<file path="src/rtl/gaplus_sprite_linesel_pkg.sv">
// Shared definitions for the per-line sprite selector: attribute field
// positions, default visibility constants and the scan FSM encoding.
package gaplus_sprite_linesel_pkg;

    // Attribute word 0 fields
    localparam int W0_CODE_LSB = 0;
    localparam int W0_CODE_MSB = 7;
    localparam int W0_Y_LSB    = 8;
    localparam int W0_Y_MSB    = 15;
    localparam int W0_TALL     = 21;

    // Attribute word 1 fields
    localparam int W1_X_LSB    = 8;
    localparam int W1_X_MSB    = 16;
    localparam int W1_DIS      = 17;

    // Visibility defaults
    localparam int         VOFS_DEFAULT   = 27;
    localparam logic [7:0] HIDE_Y_DEFAULT = 8'hF0;

    typedef enum logic [2:0] {
        ST_IDLE  = 3'd0,
        ST_CLEAR = 3'd1,
        ST_RD0   = 3'd2,
        ST_RD1   = 3'd3,
        ST_EVAL  = 3'd4,
        ST_TEST  = 3'd5,
        ST_FIN   = 3'd6
    } state_t;

endpackage

</file>
<file path="src/rtl/gaplus_sprite_linesel_vtest.sv">
// Combinational visibility test for one sprite against the current line,
// also producing the row within the sprite that the line falls on.
module gaplus_sprite_vtest
    import gaplus_sprite_linesel_pkg::*;
#(
    parameter int         VOFS   = VOFS_DEFAULT,
    parameter logic [7:0] HIDE_Y = HIDE_Y_DEFAULT
) (
    input  logic [7:0]  vline,
    input  logic [23:0] word0,
    input  logic [23:0] word1,
    output logic        visible,
    output logic [4:0]  row
);

    logic [7:0] y;
    logic [7:0] nvt;
    logic [8:0] x;
    logic       tall;
    logic       dis;
    logic       in_band;
    logic [28:0] unused_bits;

    assign unused_bits = {word0[23:22], word0[20:16], word0[W0_CODE_MSB:W0_CODE_LSB],
                          word1[23:18], word1[7:0]};

    // Line offset into the sprite, 8-bit wrap; tall sprites span 32 lines, others 16
    always_comb begin
        y       = word0[W0_Y_MSB:W0_Y_LSB];
        tall    = word0[W0_TALL];
        x       = word1[W1_X_MSB:W1_X_LSB];
        dis     = word1[W1_DIS];
        nvt     = vline + y + 8'(VOFS);
        in_band = tall ? (nvt[7:5] == 3'b111) : (nvt[7:4] == 4'hF);
        visible = ~dis && (y != HIDE_Y) && (x != '0) && in_band;
        row     = nvt[4:0];
    end

endmodule

</file>
<file path="src/rtl/gaplus_sprite_linesel.sv">
// Per-line sprite selector: on each HB rising edge, clears one bank of the
// line work RAM, scans all attribute entries and copies the visible ones
// (up to MAX_PER_LINE) into that bank while the renderer reads the other.
module gaplus_sprite_linesel
    import gaplus_sprite_linesel_pkg::*;
#(
    parameter int         NUM_SPR      = 64,
    parameter int         MAX_PER_LINE = 32,
    parameter int         VOFS         = VOFS_DEFAULT,
    parameter logic [7:0] HIDE_Y       = HIDE_Y_DEFAULT,
    parameter bit         STOP_ON_FULL = 1'b0,
    localparam int        IW           = $clog2(NUM_SPR),
    localparam int        SW           = $clog2(MAX_PER_LINE)
) (
    input  logic          VCLKx4,
    input  logic          RST_N,
    input  logic          HB,
    input  logic [8:0]    VPOS,
    output logic [IW:0]   SPRA_A,
    input  logic [23:0]   SPRA_D,
    output logic [SW:0]   WR_A,
    output logic [28:0]   WR_D0,
    output logic [23:0]   WR_D1,
    output logic          WR_WE,
    output logic          RBANK,
    output logic [SW:0]   COUNT,
    output logic          OVF,
    output logic          BUSY,
    output logic          DONE
);

    state_t        state, state_n;
    logic          hb_d, hb_start;
    logic          wbank;
    logic [IW-1:0] idx;
    logic [SW:0]   slot;
    logic [SW-1:0] clr;
    logic          ovf_flag;
    logic [7:0]    vline;
    logic [23:0]   w0, w1;
    logic [SW:0]   count_q;
    logic          ovf_q, done_q;
    logic          visible;
    logic [4:0]    row;
    logic          slot_full;
    logic          unused_vpos_msb;

    assign unused_vpos_msb = VPOS[8];
    assign slot_full       = slot[SW];

    gaplus_sprite_vtest #(
        .VOFS   (VOFS),
        .HIDE_Y (HIDE_Y)
    ) u_vtest (
        .vline   (vline),
        .word0   (w0),
        .word1   (w1),
        .visible (visible),
        .row     (row)
    );

    // Scan state register
    always_ff @(posedge VCLKx4 or negedge RST_N) begin
        if (!RST_N) state <= ST_IDLE;
        else        state <= state_n;
    end

    // Next-state and work-RAM/attribute bus drive; an HB edge overrides everything
    always_comb begin
        state_n = state;
        SPRA_A  = {idx, state == ST_RD1};
        WR_A    = {wbank, slot[SW-1:0]};
        WR_D0   = '0;
        WR_D1   = '0;
        WR_WE   = 1'b0;
        if (hb_start) begin
            state_n = ST_CLEAR;
        end else begin
            case (state)
                ST_IDLE:  state_n = ST_IDLE;
                ST_CLEAR: begin
                    WR_A  = {wbank, clr};
                    WR_WE = 1'b1;
                    if (clr == SW'(MAX_PER_LINE - 1)) state_n = ST_RD0;
                end
                ST_RD0:   state_n = ST_RD1;
                ST_RD1:   state_n = ST_EVAL;
                ST_EVAL:  state_n = ST_TEST;
                ST_TEST: begin
                    if (visible && !slot_full) begin
                        WR_D0 = {row, w0};
                        WR_D1 = w1;
                        WR_WE = 1'b1;
                    end
                    if (visible && slot_full && STOP_ON_FULL) state_n = ST_FIN;
                    else if (idx == IW'(NUM_SPR - 1))           state_n = ST_FIN;
                    else                                        state_n = ST_RD0;
                end
                ST_FIN:   state_n = ST_IDLE;
                default:  state_n = ST_IDLE;
            endcase
        end
    end

    // Edge detect, bank/slot bookkeeping, attribute latching and result capture
    always_ff @(posedge VCLKx4 or negedge RST_N) begin
        if (!RST_N) begin
            hb_d     <= 1'b0;
            hb_start <= 1'b0;
            wbank    <= 1'b0;
            idx      <= '0;
            slot     <= '0;
            clr      <= '0;
            ovf_flag <= 1'b0;
            vline    <= '0;
            w0       <= '0;
            w1       <= '0;
            count_q  <= '0;
            ovf_q    <= 1'b0;
            done_q   <= 1'b0;
        end else begin
            hb_d     <= HB;
            hb_start <= HB & ~hb_d;
            done_q   <= 1'b0;
            if (hb_start) begin
                // An interrupted scan still publishes what it had selected so far
                if (state != ST_IDLE) begin
                    count_q <= slot;
                    ovf_q   <= ovf_flag;
                end
                wbank    <= ~wbank;
                slot     <= '0;
                clr      <= '0;
                idx      <= '0;
                ovf_flag <= 1'b0;
                vline    <= VPOS[7:0];
            end else begin
                case (state)
                    ST_CLEAR: clr <= clr + SW'(1);
                    ST_RD1:   w0  <= SPRA_D;
                    ST_EVAL:  w1  <= SPRA_D;
                    ST_TEST: begin
                        if (visible) begin
                            if (!slot_full) slot     <= slot + (SW + 1)'(1);
                            else            ovf_flag <= 1'b1;
                        end
                        if (state_n == ST_RD0) idx <= idx + IW'(1);
                    end
                    ST_FIN: begin
                        count_q <= slot;
                        ovf_q   <= ovf_flag;
                        done_q  <= 1'b1;
                    end
                    default: ;
                endcase
            end
        end
    end

    assign RBANK = ~wbank;
    assign COUNT = count_q;
    assign OVF   = ovf_q;
    assign BUSY  = (state != ST_IDLE);
    assign DONE  = done_q;

endmodule
</file>
<file path="config.mk">
export PLATFORM = sky130hd
export DESIGN_NAME = gaplus_sprite_linesel
export DESIGN_NICKNAME = d
export VERILOG_FILES = /design/src/rtl/gaplus_sprite_linesel_pkg.sv /design/src/rtl/gaplus_sprite_linesel_vtest.sv /design/src/rtl/gaplus_sprite_linesel.sv
export SDC_FILE = /design/constraint.sdc
export NUM_CORES = 1
export LEC_CHECK = 0
export ABC_AREA = 1
export ABC_CLOCK_PERIOD_IN_PS = 3200
export CORE_MARGIN = 2
export CORE_UTILIZATION = 40
export DETAILED_ROUTE_END_ITERATION = 7
export GPL_TIMING_DRIVEN = 0
export HOLD_SLACK_MARGIN = 0.02
export PLACE_DENSITY = 0.66
export SLEW_MARGIN = 20
export SYNTH_ARGS = -nofsm -noshare
export SYNTH_HDL_FRONTEND = slang
export SYNTH_SLANG_ARGS = --single-unit
</file>
<file path="constraint.sdc">
create_clock -name VCLKx4 -period 3.2 [get_ports VCLKx4]
set_input_delay 0.48 -clock VCLKx4 [delete_from_list [all_inputs] [get_ports VCLKx4]]
set_output_delay 0.48 -clock VCLKx4 [all_outputs]
set_load 0.02 [all_outputs]
</file>
==> impl_metrics.tcl <==
set metrics [dict create \
    synth_fp_nets 659 \
    hpwl_mm 9.21 \
    crit_type "reg -> out" \
    drc_errors 0 \
    initial_utilization 0.406 \
    grtUsageTotal 0.193 \
    drive_gt1_frac 0.241 \
    grt_pass1_wl_mm 20.5 \
    ys_ff_latch 88 \
    crit_arrival_ps 2950 \
    drtIter0Drc 225 \
    cellLeakagePower_nw 3.79 \
    min_period_over_period 1.07 \
    firstDrtPassIters 4 \
    synth_edf_count 0 \
    multi_input_area_sq_mm 0.00233 \
    avgSynthCellArea_sq_um 8.40 \
    route.antenna.remaining_nets 0 \
    die_area_sq_mm 0.0136 \
    synth.most_common_cell "nand2_1" \
    syn_inst 605 \
    clock-skew-final_ps 10.6 \
    cp-startpoint "w0[9]" \
    ys_warn_count 0 \
    cts_tree "done" \
    yosysSeqAreaShare 0.433 \
    synth_flop_cell "dfrtp_1" \
    end_kind "primary output" \
    slowest_delay_ps 390 \
    pre_cts_slack_ps -585 \
    hp-class "in -> async" \
    setup_viol 53 \
    path_clk_slew_ps 60 \
    gp_congestion 0.833 \
    via_per_inst 4.65 \
    fmax_mhz 292 \
    timing.setup.tns_ps -9550 \
    io_buffer_count 110 \
    worst_slew_pin_slew_ps 578 \
    seqCellArea_sq_mm 0.00220 \
    antenna_found_initial 0 \
    yosysTopAreaCellShare 0.433 \
    core_sq_mm 0.0125 \
    synth.distinct_cells 33 \
    fillerInstances 1177 \
    layout.nets 796 \
    htreeDepth 3 \
    drv_cap 0 \
    grt-ovfl-total 0 \
    die_h_um 117 \
    synthTopCellsByCount "nand2_1, inv_1, dfrtp_1, o21ai_0, nor2_4" \
    r2r_end "slot[3]" \
    r2r_setup_slack_ps 590 \
    critPathLaunchType "register" \
    ir_worst_vdd_mv 0.342 \
    cts.sinks 88 \
    ios 113 \
    synth_top_area_cell "dfrtp_1" \
    r2r_cells 19 \
    hold_viol 0 \
    antenna_cells 0 \
    worstPathMaxFanout 7 \
    clkLatencyLatePin_ps 340 \
    fin_crit_ps 3430 \
    numCtsBuffers 9 \
    synthToLayoutAreaGrowth_pct 39.6 \
    final_area_sq_mm 0.00709 \
    synthTopCellsByArea "dfrtp_1, nor2_4, nand2_1, inv_1, o21ai_0" \
    status "complete, but fails checks" \
    synth_area_sq_mm 0.00508 \
    setup_ws_ps -227 \
    place_area_sq_mm 0.00642 \
    rr_startpoint "w0[9]" \
    vias 4277 \
    fp.dieW_um 117 \
    crit_path_top_delay_cell "dfrtp_1" \
    critPathMostFrequentCell "nor2_4" \
    clock_path_buffers 2 \
    crit_required_ps 2720 \
    cts_root_buf "clkbuf_16" \
    timing.slew.headroom 0.615 \
    cp_cell_sequence "inv_2, ha_4, inv_4, ha_4, inv_2, fa_2, inv_2, nand3_2, nand2_2, nor2_4, nor2_4, nand3_4, nor2_4, nand3_4, inv_8, nand2_8, clkbuf_16, nor2_4, buf_6" \
    row_count 41 \
    p_per_area_mw_per_mm2 394 \
    drv_slew 0 \
    grt_max_degree 47 \
    wire_per_inst_um 13.7 \
    rsz0062_at_grt "true" \
    async_reset_ff_frac 1.00 \
    wl_mm 12.6 \
    violations "setup timing" \
    grt_pass1_vias 4256 \
]
## worst max-delay path, delay by kind of cell (launching register included)
kind,cells,cell delay (ps)
buffers and inverters,7,690
flip-flops,1,390
adder cells (fa/ha/maj),3,690
AND/OR/NAND/NOR,9,820
## worst max-delay path by stage
| stage | slack (ps) | endpoint | depth (start not counted) |
|---|---|---|---|
| CTS | -260 | WR_D0[28] | 19 |
| floorplan | 270 | WR_D0[0] | 18 |
| global placement | -1560 | COUNT[3] | 1 |
| global route | -370 | WR_D0[1] | 16 |
| finish | -230 | WR_D0[1] | 19 |
| detailed placement | -590 | WR_D0[17] | 19 |
## what timing repair did
item | 4_1_cts | 5_1_grt
endpoints found under the setup margin | 53 | 53
gates resized for setup | 336 | 17
setup buffers | 5 | 4
gates cloned | 5 | 1
hold buffers | 0 | 0
pin swaps | 3 | 12
## report_power, final
group / internal [W] / total (W) / switching, W
clock: 0.000572 / 0.00102 / 0.000449
combinational: 0.000244 / 0.000553 / 0.000309
sequential: 0.00117 / 0.00122 / 0.0000484
## cell families after synthesis
kind of cell / synth area share
multiplexers: 0.00443
adder cells (fa/ha/maj): 0.0458
XOR/XNOR: 0.0121
AO/OA/AOI/OAI: 0.0845
AND/OR/NAND/NOR: 0.292
other: 0.000738
buffers and inverters: 0.127
flip-flops: 0.433
## metal layers
metal	track usage	vias up	routed length (um)
met5	0	-	0
met4	0.0675	0	274
met3	0.0285	23	521
met2	0.324	114	6270
met1	0.256	2021	5560
li1	-	2119	-
## layout make-up
class / count / share of cell area
multi-input cells: 371 / 0.329
clock inverters: 5 / 0.00547
flip-flops and latches: 88 / 0.311
repair buffers: 125 / 0.197
plain buffers: 25 / 0.0263
well taps: 172 / 0.0303
clock buffers: 11 / 0.0356
inverters: 122 / 0.0660
## layout by cell type (no fill, tap or decap), drive strengths merged
cell type	netlist	routed
nand2	139	140
and2	1	1
o22ai	1	1
fa	1	1
ha	17	17
inv	121	123
o31ai	3	3
o21ai	71	71
conb	1	1
nand3	22	22
a21oi	9	9
nand3b	3	3
nor2	80	80
dfrtp	88	88
nor3b	1	1
buf	12	80
or2	1	1
xnor2	3	3
xor2	4	4
mux2	2	2
nor4	2	2
nand4	8	8
clkdlybuf4s50	0	56
clkinvlp	0	4
clkbuf	13	25
nor3	1	1
## through the flow
stage | std cells | hold WS (ps) | total power (W) | utilization
floorplan | 605 | 184 | 0.00154 | -
finish | 919 | 145 | 0.00279 | 0.567
CTS | 914 | 162 | 0.00279 | 0.558
detailed placement | 888 | 385 | 0.00176 | 0.513
global route | 919 | 186 | 0.00292 | 0.567
global placement | 887 | 383 | 0.00174 | 0.511
## state kept, by name (all words and copies together) (netlist names), 3 cells and up
name	cells
w0	24
slot	6
clr	5
idx	6
w1	24
COUNT	6
state	3
vline	8
Power figures use the tool's default switching activity.
